<file path="src/rtl/ekf_pkg.sv">
// Shared encodings for the EKF stage sequencer: stage one-hots, error codes
// and FSM states.
package ekf_pkg;

  localparam logic [2:0] IDLE      = 3'b000;
  localparam logic [2:0] STAGE_PRD = 3'b001;
  localparam logic [2:0] STAGE_NEW = 3'b010;
  localparam logic [2:0] STAGE_UPD = 3'b100;

  localparam logic [1:0] ERR_NONE    = 2'b00;
  localparam logic [1:0] ERR_BAD_CMD = 2'b01;
  localparam logic [1:0] ERR_TIMEOUT = 2'b10;

  typedef enum logic [2:0] {
    S_IDLE    = 3'd0,
    S_REQ     = 3'd1,
    S_NL_EVAL = 3'd2,
    S_NL_SEND = 3'd3,
    S_NL_RECV = 3'd4,
    S_FIN     = 3'd5
  } state_t;

  function automatic logic is_stage(input logic [2:0] v);
    return (v == STAGE_PRD) || (v == STAGE_NEW) || (v == STAGE_UPD);
  endfunction

endpackage

</file>
<file path="src/rtl/ekf_stage_seq_watchdog.sv">
// Per-state wait watchdog: counts cycles spent in one wait state and flags
// the cycle whose closing edge brings the count to 2**TO_W-1.
module seq_watchdog #(
  parameter int TO_W = 12
) (
  input  logic clk,
  input  logic sys_rst,
  input  logic clr,
  input  logic en,
  output logic expire
);

  localparam logic [TO_W-1:0] LAST = {{(TO_W-1){1'b1}}, 1'b0};

  logic [TO_W-1:0] cnt;

  always_ff @(posedge clk or negedge sys_rst) begin
    if (!sys_rst)        cnt <= '0;
    else if (clr || !en) cnt <= '0;
    else                 cnt <= cnt + TO_W'(1);
  end

  assign expire = en && (cnt == LAST);

endmodule

</file>
<file path="src/rtl/ekf_stage_seq.sv">
// EKF stage sequencer: issues one PRD/NEW/UPD command to RSA, then acts as the
// nonlinear-unit end of the RSA handshakes. Owns the landmark count.
module ekf_stage_seq
  import ekf_pkg::*;
#(
  parameter int ROW_LEN = 10,
  parameter int LM_MAX  = 511,
  parameter int TO_W    = 12
) (
  input  logic               clk,
  input  logic               sys_rst,
  input  logic               cmd_val,
  input  logic [2:0]         cmd_stage,
  input  logic [ROW_LEN-1:0] cmd_lk,
  output logic               cmd_rdy,
  output logic [2:0]         stage_val,
  input  logic [2:0]         stage_rdy,
  output logic [ROW_LEN-1:0] landmark_num,
  output logic [ROW_LEN-1:0] l_k,
  output logic               nl_start,
  input  logic               nl_done,
  output logic [2:0]         nonlinear_s_val,
  input  logic [2:0]         nonlinear_m_rdy,
  input  logic [2:0]         nonlinear_m_val,
  output logic [2:0]         nonlinear_s_rdy,
  output logic               done,
  output logic [1:0]         err,
  output logic [2:0]         dbg_state
);

  // Handshakes: a transfer happens on the edge where our registered bit and
  // the partner bit are both 1. Our bits only ever carry the latched stage, so
  // masking by them discards partner bits belonging to other stages.

  state_t     state, next_state;
  logic [2:0] stage_q;
  logic       accept, reject, timeout, cmd_bad;
  logic       wd_en, wd_clr, wd_expire;

  assign cmd_bad = !is_stage(cmd_stage)
                || ((cmd_stage == STAGE_UPD) && (cmd_lk >= landmark_num))
                || ((cmd_stage == STAGE_NEW) && (landmark_num == ROW_LEN'(LM_MAX)));

  assign wd_en  = (state == S_REQ) || (state == S_NL_EVAL)
               || (state == S_NL_SEND) || (state == S_NL_RECV);
  assign wd_clr = (next_state != state);
  assign dbg_state = state;

  seq_watchdog #(.TO_W(TO_W)) u_watchdog (
    .clk    (clk),
    .sys_rst(sys_rst),
    .clr    (wd_clr),
    .en     (wd_en),
    .expire (wd_expire)
  );

  always_ff @(posedge clk or negedge sys_rst) begin
    if (!sys_rst) state <= S_IDLE;
    else          state <= next_state;
  end

  always_comb begin
    next_state = state;
    accept     = 1'b0;
    reject     = 1'b0;
    timeout    = 1'b0;
    unique case (state)
      S_IDLE: begin
        if (cmd_val) begin
          if (cmd_bad) reject = 1'b1;
          else begin
            accept     = 1'b1;
            next_state = S_REQ;
          end
        end
      end
      S_REQ:     if (|(stage_val & stage_rdy))             next_state = S_NL_EVAL;
      S_NL_EVAL: if (nl_done)                              next_state = S_NL_SEND;
      S_NL_SEND: if (|(nonlinear_s_val & nonlinear_m_rdy)) next_state = S_NL_RECV;
      S_NL_RECV: if (|(nonlinear_s_rdy & nonlinear_m_val)) next_state = S_FIN;
      S_FIN:     next_state = S_IDLE;
      default:   next_state = S_IDLE;
    endcase
    // A transfer on the expiry edge still wins over the timeout.
    if (wd_expire && (next_state == state)) begin
      timeout    = 1'b1;
      next_state = S_IDLE;
    end
  end

  always_ff @(posedge clk or negedge sys_rst) begin
    if (!sys_rst) begin
      cmd_rdy         <= 1'b1;
      stage_val       <= IDLE;
      nl_start        <= 1'b0;
      nonlinear_s_val <= IDLE;
      nonlinear_s_rdy <= IDLE;
      done            <= 1'b0;
      err             <= ERR_NONE;
      stage_q         <= IDLE;
      l_k             <= '0;
      landmark_num    <= '0;
    end else begin
      cmd_rdy         <= (next_state == S_IDLE);
      stage_val       <= (next_state == S_REQ) ? (accept ? cmd_stage : stage_q) : IDLE;
      nl_start        <= (state == S_REQ) && (next_state == S_NL_EVAL);
      nonlinear_s_val <= (next_state == S_NL_SEND) ? stage_q : IDLE;
      nonlinear_s_rdy <= (next_state == S_NL_RECV) ? stage_q : IDLE;
      done            <= (state == S_FIN);
      if ((state == S_IDLE) && cmd_val) begin
        stage_q <= cmd_stage;
        l_k     <= cmd_lk;
      end
      // Only a completed NEW grows the map; LM_MAX is guarded at accept time.
      if ((state == S_FIN) && (stage_q == STAGE_NEW))
        landmark_num <= landmark_num + ROW_LEN'(1);
      if (accept)       err <= ERR_NONE;
      else if (reject)  err <= ERR_BAD_CMD;
      else if (timeout) err <= ERR_TIMEOUT;
    end
  end

endmodule
</file>
<file path="config.mk">
export PLATFORM = sky130hd
export DESIGN_NAME = ekf_stage_seq
export DESIGN_NICKNAME = d
export VERILOG_FILES = /design/src/rtl/ekf_pkg.sv /design/src/rtl/ekf_stage_seq_watchdog.sv /design/src/rtl/ekf_stage_seq.sv
export SDC_FILE = /design/constraint.sdc
export NUM_CORES = 1
export LEC_CHECK = 0
export BUFFER_PORTS_ARGS = -buffer_cell sky130_fd_sc_hd__buf_2
export CORE_ASPECT_RATIO = 1.2
export CORE_MARGIN = 4
export CORE_UTILIZATION = 54
export CTS_CLUSTER_DIAMETER = 30
export DETAILED_ROUTE_END_ITERATION = 16
export GPL_ROUTABILITY_DRIVEN = 0
export PLACE_DENSITY = 0.89
export SYNTH_ARGS = -nofsm -noshare
export SYNTH_HDL_FRONTEND = slang
export SYNTH_SLANG_ARGS = --single-unit
</file>
<file path="constraint.sdc">
create_clock -name clk -period 3.1 [get_ports clk]
set_clock_uncertainty 0.1 [all_clocks]
set_input_delay 0.465 -clock clk [delete_from_list [all_inputs] [get_ports clk]]
set_output_delay 0.465 -clock clk [all_outputs]
set_load 0.01 [all_outputs]
</file>
### After elaboration in Yosys (flattened, before gate mapping)

Cells that the tools add are included.

| word-level totals | value |
|---|---|
| bits in registers | 52 |
| latch bits | 0 |
| memory bits (writable) | 0 |
| ROM bits | 0 |
| bits of input ports | 26 |
| word-level logic and storage cells | 81 |
| memories | 0 |

| operators by class | value |
|---|---|
| add/subtract/negate cells | 2 |
| multiply operators | 0 |
| div/mod/pow operators | 0 |
| magnitude comparators | 1 |
| eq/ne operators | 17 |
| shift operators | 0 |
| mux-type cells | 23 |
| bitwise gates (word level) | 3 |
| reduce and logical (&&, ||, !) cells | 23 |

Operator list:

| cell | count |
|---|---|
| $mux W3 | 11 |
| $eq A3 B2 Y1 const B | 6 |
| $pmux W3 S5 | 1 |
| $add A12 B1 Y12 const B | 1 |
| $eq A12 B12 Y1 const B | 1 |
| $eq A3 B3 Y1 const B | 4 |
| $mux W12 | 1 |
| $add A10 B1 Y10 const B | 1 |
| $eq A10 B9 Y1 const B | 1 |
| $ge A10 B10 Y1 | 1 |
| $and A3 B3 Y3 | 3 |
| $eq A3 B1 Y1 const B | 3 |
| $reduce_or A3 Y1 | 3 |
| $logic_or A1 B1 Y1 | 8 |
| $logic_and A1 B1 Y1 | 7 |
| $mux W1 | 7 |
| $logic_not A3 Y1 | 2 |
| $mux W2 | 3 |
| $eq A3 B3 Y1 | 1 |
| $ne A3 B3 Y1 | 1 |
| $reduce_bool A3 Y1 | 1 |
| $logic_not A1 Y1 | 2 |

### Logic depth before layout (Yosys ltp)

Gate-level depths: netlist (run 1).

| depth | value |
|---|---|
| depth in word-level cells | 15 |
| depth in mapped cells | 9 |
| mapped depth without buffers | 8 |

### Hierarchy

Synthesis (run 1) repeated with hierarchy kept, for this count alone.

| second synthesis, totals | value |
|---|---|
| cell total of the unflattened synthesis | 249 |
| area total of the unflattened synthesis | 2660.1 sq um |

By module, submodules not included:

| module | times used | cells each | area each (sq um) |
|---|---|---|---|
| ekf_stage_seq | 1 | 188 | 2050.7 |
| seq_watchdog | 1 | 61 | 609.3 |

### Worst setup path before layout (run 1)

Ideal clock, no wire load.

| path | value |
|---|---|
| path kind | register to register |
| from | register landmark_num[5] |
| to | register u_watchdog.cnt[10] |
| data arrival time | 2.076 ns |
| required time | 2.904 ns |
| slack | 0.828 ns |
| stages on the path, launching flop included | 9 |
| path through | dfrtp_1 inv_1 ha_1 nand4_1 o221a_1 o31a_2 o21a_4 buf_6 nor4_2 |

| on the way | value |
|---|---|
| longest elaborated chain between the ends | 13 |
| elaborated cells between the ends (all ways) | 15 |
| classes of those cells | order compare: 1; eq/ne: 3; mux: 5; reduce/logical: 6 |

Ends and longest elaborated chain:

| element | RTL line | source |
|---|---|---|
| start: declaration | ekf_stage_seq.sv:18 | `output logic [ROW_LEN-1:0] landmark_num,` |
| start signal: assignment | ekf_stage_seq.sv:116 | `landmark_num <= landmark_num + ROW_LEN'(1);` |
| $ge A10 B10 Y1 | ekf_stage_seq.sv:41 | `\|\| ((cmd_stage == STAGE_UPD) && (cmd_lk >= landmark_num))` |
| $logic_and A1 B1 Y1 | ekf_stage_seq.sv:41 |  |
| $logic_or A1 B1 Y1 | ekf_stage_seq.sv:41 |  |
| $logic_or A1 B1 Y1 * | ekf_stage_seq.sv:42 | `\|\| ((cmd_stage == STAGE_NEW) && (landmark_num == ROW_LEN'(LM_MAX)));` |
| $mux W3 * | ekf_stage_seq.sv:70 | `if (cmd_bad) reject = 1'b1;` |
| $mux W3 * | ekf_stage_seq.sv:69 | `if (cmd_val) begin` |
| $pmux W3 S5 * | ekf_stage_seq.sv:67 | `unique case (state)` |
| $eq A3 B3 Y1 | ekf_stage_seq.sv:85 | `if (wd_expire && (next_state == state)) begin` |
| $logic_and A1 B1 Y1 | ekf_stage_seq.sv:85 |  |
| $mux W3 * | ekf_stage_seq.sv:85 |  |
| $ne A3 B3 Y1 * | ekf_stage_seq.sv:46 | `assign wd_clr = (next_state != state);` |
| $logic_or A1 B1 Y1 * | ekf_stage_seq_watchdog.sv:19 | `else if (clr \|\| !en) cnt <= '0;` |
| $mux W12 * | ekf_stage_seq_watchdog.sv:19 |  |
| end signal: assignment | ekf_stage_seq_watchdog.sv:20 | `else cnt <= cnt + TO_W'(1);` |
| end: declaration | ekf_stage_seq_watchdog.sv:15 | `logic [TO_W-1:0] cnt;` |

Every way passes the cells marked *; elsewhere a longest branch is shown, timed or not.
A chain may end at the register's enable or synchronous reset.

### Final worst setup path (run 1)

| path | value |
|---|---|
| from | register landmark_num[4] |
| to | register stage_val[0] |

| on the way | value |
|---|---|
| longest elaborated chain between the ends | 12 |
| elaborated cells between the ends (all ways) | 18 |
| classes of those cells | order compare: 1; eq/ne: 3; mux: 9; reduce/logical: 5 |

Ends and longest elaborated chain:

| element | RTL line | source |
|---|---|---|
| $ge A10 B10 Y1 | ekf_stage_seq.sv:41 |  |
| $logic_and A1 B1 Y1 | ekf_stage_seq.sv:41 |  |
| $logic_or A1 B1 Y1 | ekf_stage_seq.sv:41 |  |
| $logic_or A1 B1 Y1 * | ekf_stage_seq.sv:42 |  |
| $mux W3 | ekf_stage_seq.sv:70 |  |
| $mux W3 | ekf_stage_seq.sv:69 |  |
| $pmux W3 S5 | ekf_stage_seq.sv:67 |  |
| $eq A3 B3 Y1 | ekf_stage_seq.sv:85 |  |
| $logic_and A1 B1 Y1 | ekf_stage_seq.sv:85 |  |
| $mux W3 | ekf_stage_seq.sv:85 |  |
| $eq A3 B1 Y1 | ekf_stage_seq.sv:105 | `stage_val <= (next_state == S_REQ) ? (accept ? cmd_stage : stage_q) : IDLE;` |
| $mux W3 * | ekf_stage_seq.sv:105 |  |
| end signal: assignment | ekf_stage_seq.sv:105 |  |
| end: declaration | ekf_stage_seq.sv:16 | `output logic [2:0] stage_val,` |

Marks and branches as above.

==> parameters.txt, run 1 <==
Parameter                              Value

STA
  Transition at the pin with the smallest max-transition slack ... 0.783 ns
  Number of slew-limit violations in the final report ... 0
  Worst max-slew margin expressed relative to the limit ... 0.474
  Final Hold Viols ... 0
  Fin crit period ... 2.51 ns
  Total negative slack for setup checks ... 0 ns
  Setup-failing EPs final ... 0
  Period utilization ... 0.810
  Unrepaired setup endpoints after global routing ... false
  Peak clock frequency supported by timing ... 398 MHz

Floorplan
  Width of the die ... 72.5 microns
  Height of the die ... 85.4 microns
  Effective utilization at floorplan ... 0.574
  Placement Rows ... 27
  Boundary pin count ... 63
  Placeable core area ... 4700 sq um
  Total Die Area ... 6190 sq um

Critical path
  Startpoint of the most critical setup path ... landmark_num[4]$_DFFE_PN0P_
  Reg-to-reg slack, setup ... 0.59 ns
  Critical path data required time ... 3.18 ns
  Destination of the critical timing path ... stage_val[0]$_DFF_PN0_
  Critical R2R Launch ... landmark_num[4]$_DFFE_PN0P_
  Slowest cell delay on critical path ... 0.69 ns
  Start-to-end type of the worst setup path ... flip-flop to flip-flop
  Cells along the critical path ... inv_1, ha_1, nand4_1, o221a_1, o31ai_1, mux2i_1, nor2_1
  Worst setup EP type ... flip-flop
  Worst setup SP type ... flip-flop
  Reg2reg end ... stage_val[0]$_DFF_PN0_
  Highest fanout seen on the critical path ... 6
  Number of cells traversed by the worst register-to-register path ... 7
  Slowest library cell on the worst path ... sky130_fd_sc_hd__o31ai_1
  Critical path data arrival time ... 2.59 ns

Global route
  Initial antenna violation count ... 0
  Via count of the first global-routing pass ... 2119
  Global-route wire length before repair ... 9450 microns
  Global-route usage over all layers ... 0.194
  Largest net degree at the start of global routing ... 53
  Sum of overflow across all layers after global routing ... 0

Routing
  Drt initial violations ... 116
  Antenna Violating Nets Remaining ... 0
  First drt pass iteration count ... 4
  Routed wire length ... 5720 microns
  Via count ... 2100
  Total DRC errors in the routed layout ... 0
  Vias per Instance ... 5.83
  Wire per inst ... 15.9 microns

Yosys
  Share of flip-flops with an asynchronous set or reset after synthesis ... 1.00
  Sequential cell area fraction in the yosys report ... 0.483
  Net count after synthesis ... 275
  Gate count of the mapped netlist ... 236
  Cell type contributing the most total cell area after synthesis ... sky130_fd_sc_hd__dfrtp_1
  Area contributors post-synth ... sky130_fd_sc_hd__dfrtp_1 (47%), sky130_fd_sc_hd__ha_1 (6.0%), sky130_fd_sc_hd__mux2_2 (5.4%), sky130_fd_sc_hd__nor4_2 (4.2%), sky130_fd_sc_hd__xnor2_1 (3.2%)
  Synth warn ... 0
  #FFs+latches synth ... 52
  Cell Area, Synth ... 2700 sq um
  Mean area per synthesized cell ... 11.4 sq um
  Number of synthesized flops with an enable pin ... 0
  Fraction of post-synthesis cell area in the top cell type by area ... 0.473
  Count of cell types in the netlist ... 45
  Top flip-flop cell by instance count after synthesis ... sky130_fd_sc_hd__dfrtp_1

Placed design
  Total of buffers placed on input and output ports ... 62
  Hpwl dp ... 4400 microns
  Cell count after placement ... 353
  Area post-placement ... 3060 sq um

Finish
  N_diodes ... 0
  Multi-input gate area in the final layout ... 1300 sq um
  Area growth from synthesis to final layout ... 16.5%
  Final cell count without fillers ... 360
  FF/Latch Area ... 1300 sq um
  Final design area excluding fillers ... 3140 sq um
  Leading cell types in the layout, fill and taps excluded ... sky130_fd_sc_hd__buf_2 (62), sky130_fd_sc_hd__dfrtp_1 (51), sky130_fd_sc_hd__inv_1 (14)
  Final #Nets ... 341
  Share of layout cells above drive strength 1 ... 0.334
  Number of fill cells in the layout ... 354
  Most common cell after layout, fill and taps aside ... sky130_fd_sc_hd__buf_2

Clocking
  Clk sink count ... 52
  CTS tree ... built
  CTS root buffer ... sky130_fd_sc_hd__clkbuf_8
  Clock network latency to the later pin of the worst-skew pair ... 0.30 ns
  Clock-pin slew reported for the worst setup and hold paths after clock tree synthesis ... 0.09 ns
  Number of clock buffers inserted by TritonCTS ... 5
  Buffers from clock root to sink, at most ... 2
  Post-cts hold buffer count ... 0
  Total setup buffers inserted after CTS ... 0
  # resized after CTS ... 0
  H-tree depth ... 2

Pwr
  VDD IR-drop max ... 0.321 mV
  Static leakage power ... 1.61 nW
  PD cells ... 348 nW/um^2
  Pwr Total ... 1.09 mW

Status
  Run status ... finished clean

Flow run
  Maximum capacitance violations ... 0

Min path
  Min-Delay Path Class ... input port to asynchronous set/reset pin
per-layer routing:
| metal | routed length [microns] | share of wire | global-route usage |
|---|---|---|---|
| met1 | 2190 | 0.38 | 0.224 |
| met2 | 2940 | 0.51 | 0.342 |
| met3 | 436 | 0.076 | 0.0438 |
| met4 | 149 | 0.026 | 0.0772 |
| met5 | 0 | 0 | 0 |
Yosys cell counts (4+ instances only):
| cell | count |
|---|---|
| sky130_fd_sc_hd__xor2_1 | 10 |
| sky130_fd_sc_hd__mux2_2 | 13 |
| sky130_fd_sc_hd__nor4_2 | 9 |
| sky130_fd_sc_hd__o21ai_0 | 4 |
| sky130_fd_sc_hd__inv_1 | 14 |
| sky130_fd_sc_hd__nand4_1 | 8 |
| sky130_fd_sc_hd__a21oi_1 | 8 |
| sky130_fd_sc_hd__nand2_1 | 13 |
| sky130_fd_sc_hd__and3_1 | 8 |
| sky130_fd_sc_hd__nor3_1 | 6 |
| sky130_fd_sc_hd__xnor2_1 | 10 |
| sky130_fd_sc_hd__dfrtp_1 | 51 |
| sky130_fd_sc_hd__and4_1 | 5 |
| sky130_fd_sc_hd__ha_1 | 13 |
| sky130_fd_sc_hd__and2_1 | 4 |
| sky130_fd_sc_hd__nand3_1 | 5 |
| sky130_fd_sc_hd__nand2b_1 | 5 |
| sky130_fd_sc_hd__nor2_1 | 12 |
area by class of cell:
cell class	instances	share of cell area
clock buffer	6	0.0231
clock inverter	1	0.00159
inverter	14	0.0167
multi-input combinational	164	0.415
sequential	52	0.415
tap	58	0.0231
timing repair buffer	65	0.106
flip-flops by register name (all words and copies together), names as in the netlist:
name	flops
landmark_num	10
cmd_rdy	1
err	2
dbg_state	3
l_k	10
nonlinear_s_val	3
u_watchdog.cnt	12
nonlinear_s_rdy	3
done	1
stage_q	3
nl_start	1
stage_val	3
cells by family (layout without fill, tap and decap cells):
| kind of cell | count (synthesis) | after routing | share of synthesized area |
|---|---|---|---|
| adders and majority gates | 13 | 13 | 0.0603 |
| AOI/OAI and AO/OA | 30 | 30 | 0.0868 |
| xor gates and xnor gates | 20 | 20 | 0.0650 |
| DFF | 52 | 52 | 0.483 |
| buffers and inverters | 20 | 86 | 0.0334 |
| muxes | 16 | 16 | 0.0654 |
| and+or+nand+nor | 85 | 85 | 0.206 |
worst min path at each step:
stage,to
after global routing,landmark_num[1]$_DFFE_PN0P_
after detailed placement,l_k[7]$_DFFE_PN0P_
after floorplan,dbg_state[0]$_DFF_PN0_
after global placement,l_k[8]$_DFFE_PN0P_
after CTS,landmark_num[1]$_DFFE_PN0P_
final,u_watchdog.cnt[8]$_DFF_PN0_
critical path, delay by kind of cell, from the launching register on:
kind / cells / cell delay [ns]
muxes: 1 / 0.27
and+or+nand+nor: 2 / 0.16
AOI/OAI and AO/OA: 2 / 0.97
DFF: 1 / 0.46
buffers and inverters: 1 / 0.11
adders and majority gates: 1 / 0.32
power by group:
group	internal [mW]	switching, mW
combinational	0.0216	0.0317
sequential	0.678	0
clock	0.154	0.207
total	0.853	0.239
through the flow:
step | setup slack (ns) | hold slack, ns | util
final | 0.589 | 0.168 | 0.669
after floorplan | 0.828 | 0.0694 | -
after CTS | 0.566 | 0.183 | 0.669
after global routing | 0.421 | 0.220 | 0.669
after global placement | 0.661 | 0.384 | 0.653
after detailed placement | 0.523 | 0.391 | 0.653
No activity file was read; power rests on OpenSTA's default activity.
==> run 2: changes to the inputs <==
clock period = 2.55 ns   (was 3.1 ns; I/O delays follow)
==> parameters.txt, run 2 (synthesized netlist as in run 1, its figures left out) <==
Parameter                              Value

Routing
  Vias per Instance ... 5.77
  First drt pass iteration count ... 7
  Via count ... 2099
  Wire per inst ... 15.9 microns
  Drt initial violations ... 146
  Total DRC errors in the routed layout ... 0
  Antenna Violating Nets Remaining ... 0
  Routed wire length ... 5790 microns

Critical path
  Worst setup SP type ... flip-flop
  Worst setup EP type ... flip-flop
  Start-to-end type of the worst setup path ... flip-flop to flip-flop
  Critical path data required time ... 2.65 ns
  Highest fanout seen on the critical path ... 12
  Reg-to-reg slack, setup ... 0.15 ns
  Critical path data arrival time ... 2.51 ns

STA
  Fin crit period ... 2.40 ns
  Peak clock frequency supported by timing ... 416 MHz
  Worst max-slew margin expressed relative to the limit ... 0.569
  Period utilization ... 0.942
  Transition at the pin with the smallest max-transition slack ... 0.647 ns
  Number of slew-limit violations in the final report ... 0
  Total negative slack for setup checks ... 0 ns
  Final worst hold slack ... 0.0860 ns
  Final Hold Viols ... 0
  Setup-failing EPs final ... 0

Global route
  Largest net degree at the start of global routing ... 53
  Sum of overflow across all layers after global routing ... 0
  Global-route usage over all layers ... 0.197
  Via count of the first global-routing pass ... 2160
  Global-route track usage on met2 ... 0.343
  GRT met3 Usage ... 0.0498
  Most crowded layer after global routing ... met2
  Initial antenna violation count ... 0
  Met1 Use GR ... 0.239
  Global-route wire length before repair ... 9750 microns

Finish
  Leading cell types in the layout, fill and taps excluded ... sky130_fd_sc_hd__buf_2 (62), sky130_fd_sc_hd__dfrtp_1 (51), sky130_fd_sc_hd__inv_1 (14)
  Largest register by flop count ... u_watchdog.cnt
  Area growth from synthesis to final layout ... 18.7%
  N_diodes ... 0
  Number of fill cells in the layout ... 348
  Share of layout cells above drive strength 1 ... 0.346
  Final #Nets ... 344
  Most common cell after layout, fill and taps aside ... sky130_fd_sc_hd__buf_2
  Regs by FF count ... u_watchdog.cnt x12, l_k x10, landmark_num x10
  FF/Latch Area ... 1300 sq um
  Share of the core filled with cells ... 0.681
  Number of flip-flops under the largest register name ... 12
  Multi-input gate area in the final layout ... 1310 sq um

Floorplan
  Height of the die ... 85.4 microns
  Boundary pin count ... 63
  Effective utilization at floorplan ... 0.574
  Total Die Area ... 6190 sq um
  Placeable core area ... 4700 sq um
  Width of the die ... 72.5 microns
  Placement Rows ... 27

Clocking
  H-tree depth ... 2
  CTS root buffer ... sky130_fd_sc_hd__clkbuf_8
  Post-cts hold buffer count ... 0
  CTS tree ... built
  Clock-pin slew reported for the worst setup and hold paths after clock tree synthesis ... 0.09 ns
  Number of clock buffers inserted by TritonCTS ... 5
  Buffers from clock root to sink, at most ... 2
  Clock network latency to the later pin of the worst-skew pair ... 0.30 ns
  Clk sink count ... 52

Placed design
  Hpwl dp ... 4290 microns
  Total of buffers placed on input and output ports ... 62

Flow run
  Maximum capacitance violations ... 0

Pwr
  PD cells ... 451 nW/um^2
  Static leakage power ... 1.64 nW
  VDD IR-drop max ... 0.346 mV

Status
  Run status ... finished clean

Min path
  Min-Delay Path Class ... input port to asynchronous set/reset pin
## run 2: layout make-up
| type | count | share of cell area |
|---|---|---|
| clock buffers | 6 | 0.0227 |
| clock inverters | 2 | 0.0110 |
| inverters | 14 | 0.0164 |
| multi-input cells | 164 | 0.409 |
| flip-flops and latches | 52 | 0.407 |
| well taps | 58 | 0.0227 |
| repair buffers | 68 | 0.111 |
## run 2: repair_timing
item,CTS,global route
setup buffers,0,0
endpoints found under the setup margin,0,2
gates resized for setup,0,1
## run 2: final timing paths
kind                                             startpoint                     endpoint  depth (start not counted)
worst max register to register  landmark_num[5]$_DFFE_PN0P_  u_watchdog.cnt[2]$_DFF_PN0_                          7
worst max-delay path            landmark_num[5]$_DFFE_PN0P_  u_watchdog.cnt[2]$_DFF_PN0_                          7
worst min register to register           l_k[7]$_DFFE_PN0P_           l_k[7]$_DFFE_PN0P_                          1
min in group clk                                  cmd_lk[0]           l_k[0]$_DFFE_PN0P_                          2
worst min-delay path                                sys_rst  u_watchdog.cnt[8]$_DFF_PN0_                          2
max in group asynchronous                           sys_rst  landmark_num[7]$_DFFE_PN0P_                          2
## run 2: routing by layer
metal | wire [microns] | part of all wire
met1 | 2360 | 0.41
met2 | 2910 | 0.50
met5 | 0 | 0
met3 | 397 | 0.069
met4 | 118 | 0.020
## run 2: where the power goes
part           internal [mW]  switching [mW]
clock network          0.292           0.264
logic                 0.0262          0.0391
registers              0.824               0
total                   1.14           0.303
## run 2: critical path, stage by stage (launching register included)
cell                      delay (ns)
sky130_fd_sc_hd__dfrtp_1        0.43
sky130_fd_sc_hd__inv_1          0.09
sky130_fd_sc_hd__ha_1           0.32
sky130_fd_sc_hd__nand4_1        0.10
sky130_fd_sc_hd__o221a_1        0.29
sky130_fd_sc_hd__o31a_2         0.41
sky130_fd_sc_hd__o21a_4         0.31
sky130_fd_sc_hd__nor4_1         0.26
## run 2: through the flow
step | cell area, sq um | power, mW | cells | worst slack [ns]
after CTS | 3190 | 1.45 | 364 | 0.116
after detailed placement | 3090 | 0.906 | 356 | 0.112
after floorplan | 2700 | 0.859 | 236 | 0.278
after global placement | 3090 | 0.903 | 356 | 0.194
final | 3200 | 1.44 | 364 | 0.148
after global routing | 3200 | 1.50 | 364 | -0.00391
==> run 3: changes to the inputs <==
CORE_MARGIN = 3   (was 4)
==> parameters.txt, run 3 (synthesized netlist as in run 1, its figures left out) <==
Parameter                              Value

Finish
  Share of the core filled with cells ... 0.679
  Area growth from synthesis to final layout ... 18.3%
  Number of flip-flops under the largest register name ... 12
  Final #Nets ... 344
  Share of layout cells above drive strength 1 ... 0.353
  N_diodes ... 0
  Leading cell types in the layout, fill and taps excluded ... sky130_fd_sc_hd__buf_2 (62), sky130_fd_sc_hd__dfrtp_1 (50), sky130_fd_sc_hd__inv_1 (14)
  Most common cell after layout, fill and taps aside ... sky130_fd_sc_hd__buf_2
  Regs by FF count ... u_watchdog.cnt x12, l_k x10, landmark_num x10
  Largest register by flop count ... u_watchdog.cnt

Routing
  Wire per inst ... 15.8 microns
  First drt pass iteration count ... 4
  Antenna Violating Nets Remaining ... 0
  Vias per Instance ... 5.67
  Total DRC errors in the routed layout ... 0
  Via count ... 2065
  Routed wire length ... 5760 microns
  Drt initial violations ... 111

Pwr
  Static leakage power ... 1.63 nW
  PD cells ... 435 nW/um^2
  VDD IR-drop max ... 0.314 mV
  Pwr Total ... 1.39 mW

Clocking
  CTS root buffer ... sky130_fd_sc_hd__clkbuf_8
  Post-cts hold buffer count ... 0
  Clk sink count ... 52
  Buffers from clock root to sink, at most ... 2
  Clock-pin slew reported for the worst setup and hold paths after clock tree synthesis ... 0.10 ns
  CTS tree ... built
  H-tree depth ... 2
  Number of clock buffers inserted by TritonCTS ... 5
  Clock network latency to the later pin of the worst-skew pair ... 0.31 ns

Flow run
  Maximum capacitance violations ... 0

Floorplan
  Total Die Area ... 5880 sq um
  Placement Rows ... 27
  Boundary pin count ... 63
  Width of the die ... 70.5 microns
  Effective utilization at floorplan ... 0.574
  Placeable core area ... 4700 sq um
  Height of the die ... 83.4 microns

Min path
  Min-Delay Path Class ... input port to asynchronous set/reset pin

Critical path
  Highest fanout seen on the critical path ... 12
  Start-to-end type of the worst setup path ... flip-flop to flip-flop
  Worst setup SP type ... flip-flop
  Number of cells traversed by the worst register-to-register path ... 7
  Critical path data arrival time ... 2.52 ns
  Critical path data required time ... 2.66 ns
  Reg-to-reg slack, setup ... 0.14 ns
  Worst setup EP type ... flip-flop

STA
  Period utilization ... 0.945
  Number of slew-limit violations in the final report ... 0
  Unrepaired setup endpoints after global routing ... false
  Final Hold Viols ... 0
  Peak clock frequency supported by timing ... 415 MHz
  Setup-failing EPs final ... 0
  Transition at the pin with the smallest max-transition slack ... 0.933 ns
  Fin crit period ... 2.41 ns
  Worst max-slew margin expressed relative to the limit ... 0.378
  Total negative slack for setup checks ... 0 ns

Global route
  Largest net degree at the start of global routing ... 43
  Initial antenna violation count ... 0
  Via count of the first global-routing pass ... 2081
  Sum of overflow across all layers after global routing ... 0
  Global-route wire length before repair ... 9620 microns
  Global-route usage over all layers ... 0.205

Placed design
  Hpwl dp ... 4310 microns
  Total of buffers placed on input and output ports ... 62

Status
  Run status ... finished clean
[run 3: cell types whose count changed in the layout (fill, tap and decap cells not counted)]
cell	before	now
sky130_fd_sc_hd__bufinv_16	1	0
sky130_fd_sc_hd__clkbuf_1	1	0
sky130_fd_sc_hd__clkbuf_8	5	6
sky130_fd_sc_hd__clkinv_2	1	0
sky130_fd_sc_hd__clkinvlp_4	0	2
sky130_fd_sc_hd__dfrtp_1	51	50
sky130_fd_sc_hd__dfrtp_2	0	1
[run 3: what timing repair did]
item,4_1_cts,5_1_grt
resized for setup,0,2
buffers inserted,0,0
endpoints found under the setup margin,0,3
hold endpoints to repair,0,0
[run 3: through the flow]
stage               hold WS [ns]  area [sq um]  worst slack, ns  cells
floorplan                -0.0131          2700            0.278    236
global placement           0.385          3090            0.192    356
detailed placement         0.391          3090           0.0983    356
CTS                        0.129          3180            0.119    364
global route               0.171          3190           0.0141    364
finish                     0.102          3190            0.141    364
[run 3: per-layer routing]
layer | track usage | vias up | wire [microns]
met5 | 0 | - | 0
met4 | 0.0767 | 0 | 99
met3 | 0.0533 | 9 | 466
met2 | 0.345 | 74 | 2970
met1 | 0.249 | 993 | 2220
li1 | - | 989 | -
[run 3: final timing paths]
path	startpoint	endpoint
setup / recovery	landmark_num[4]$_DFFE_PN0P_	u_watchdog.cnt[6]$_DFF_PN0_
hold / removal	sys_rst	u_watchdog.cnt[8]$_DFF_PN0_
setup reg to reg	landmark_num[4]$_DFFE_PN0P_	u_watchdog.cnt[6]$_DFF_PN0_
hold reg to reg	l_k[9]$_DFFE_PN0P_	l_k[9]$_DFFE_PN0P_
max in group asynchronous	sys_rst	nonlinear_s_rdy[0]$_DFF_PN0_
min in group clk	cmd_lk[8]	l_k[8]$_DFFE_PN0P_
[run 3: worst max-delay path: stages, from the launching register on]
cell and delay (ns):
sky130_fd_sc_hd__dfrtp_1 0.45, sky130_fd_sc_hd__inv_1 0.09, sky130_fd_sc_hd__ha_1 0.31, sky130_fd_sc_hd__nand4_1 0.09
sky130_fd_sc_hd__o221a_1 0.29, sky130_fd_sc_hd__o31a_2 0.41, sky130_fd_sc_hd__o21a_4 0.30, sky130_fd_sc_hd__nor4_2 0.27
[run 3: where the power goes]
group	switching (mW)	total, mW	leakage (nW)	internal [mW]
Combinational	0.0399	0.0672	0.882	0.0273
Clock	0.278	0.498	0.0434	0.220
Sequential	0	0.824	0.702	0.824
Total	0.318	1.39	1.63	1.07
[run 3: area by class of cell]
class | instances | area (sq um)
clock buffers | 6 | 82.6
clock inverters | 2 | 15.0
fillers | 359 | 1510
inverters | 14 | 52.6
multi-input cells | 164 | 1310
flip-flops and latches | 52 | 1300
well taps | 58 | 72.6
repair buffers | 68 | 355
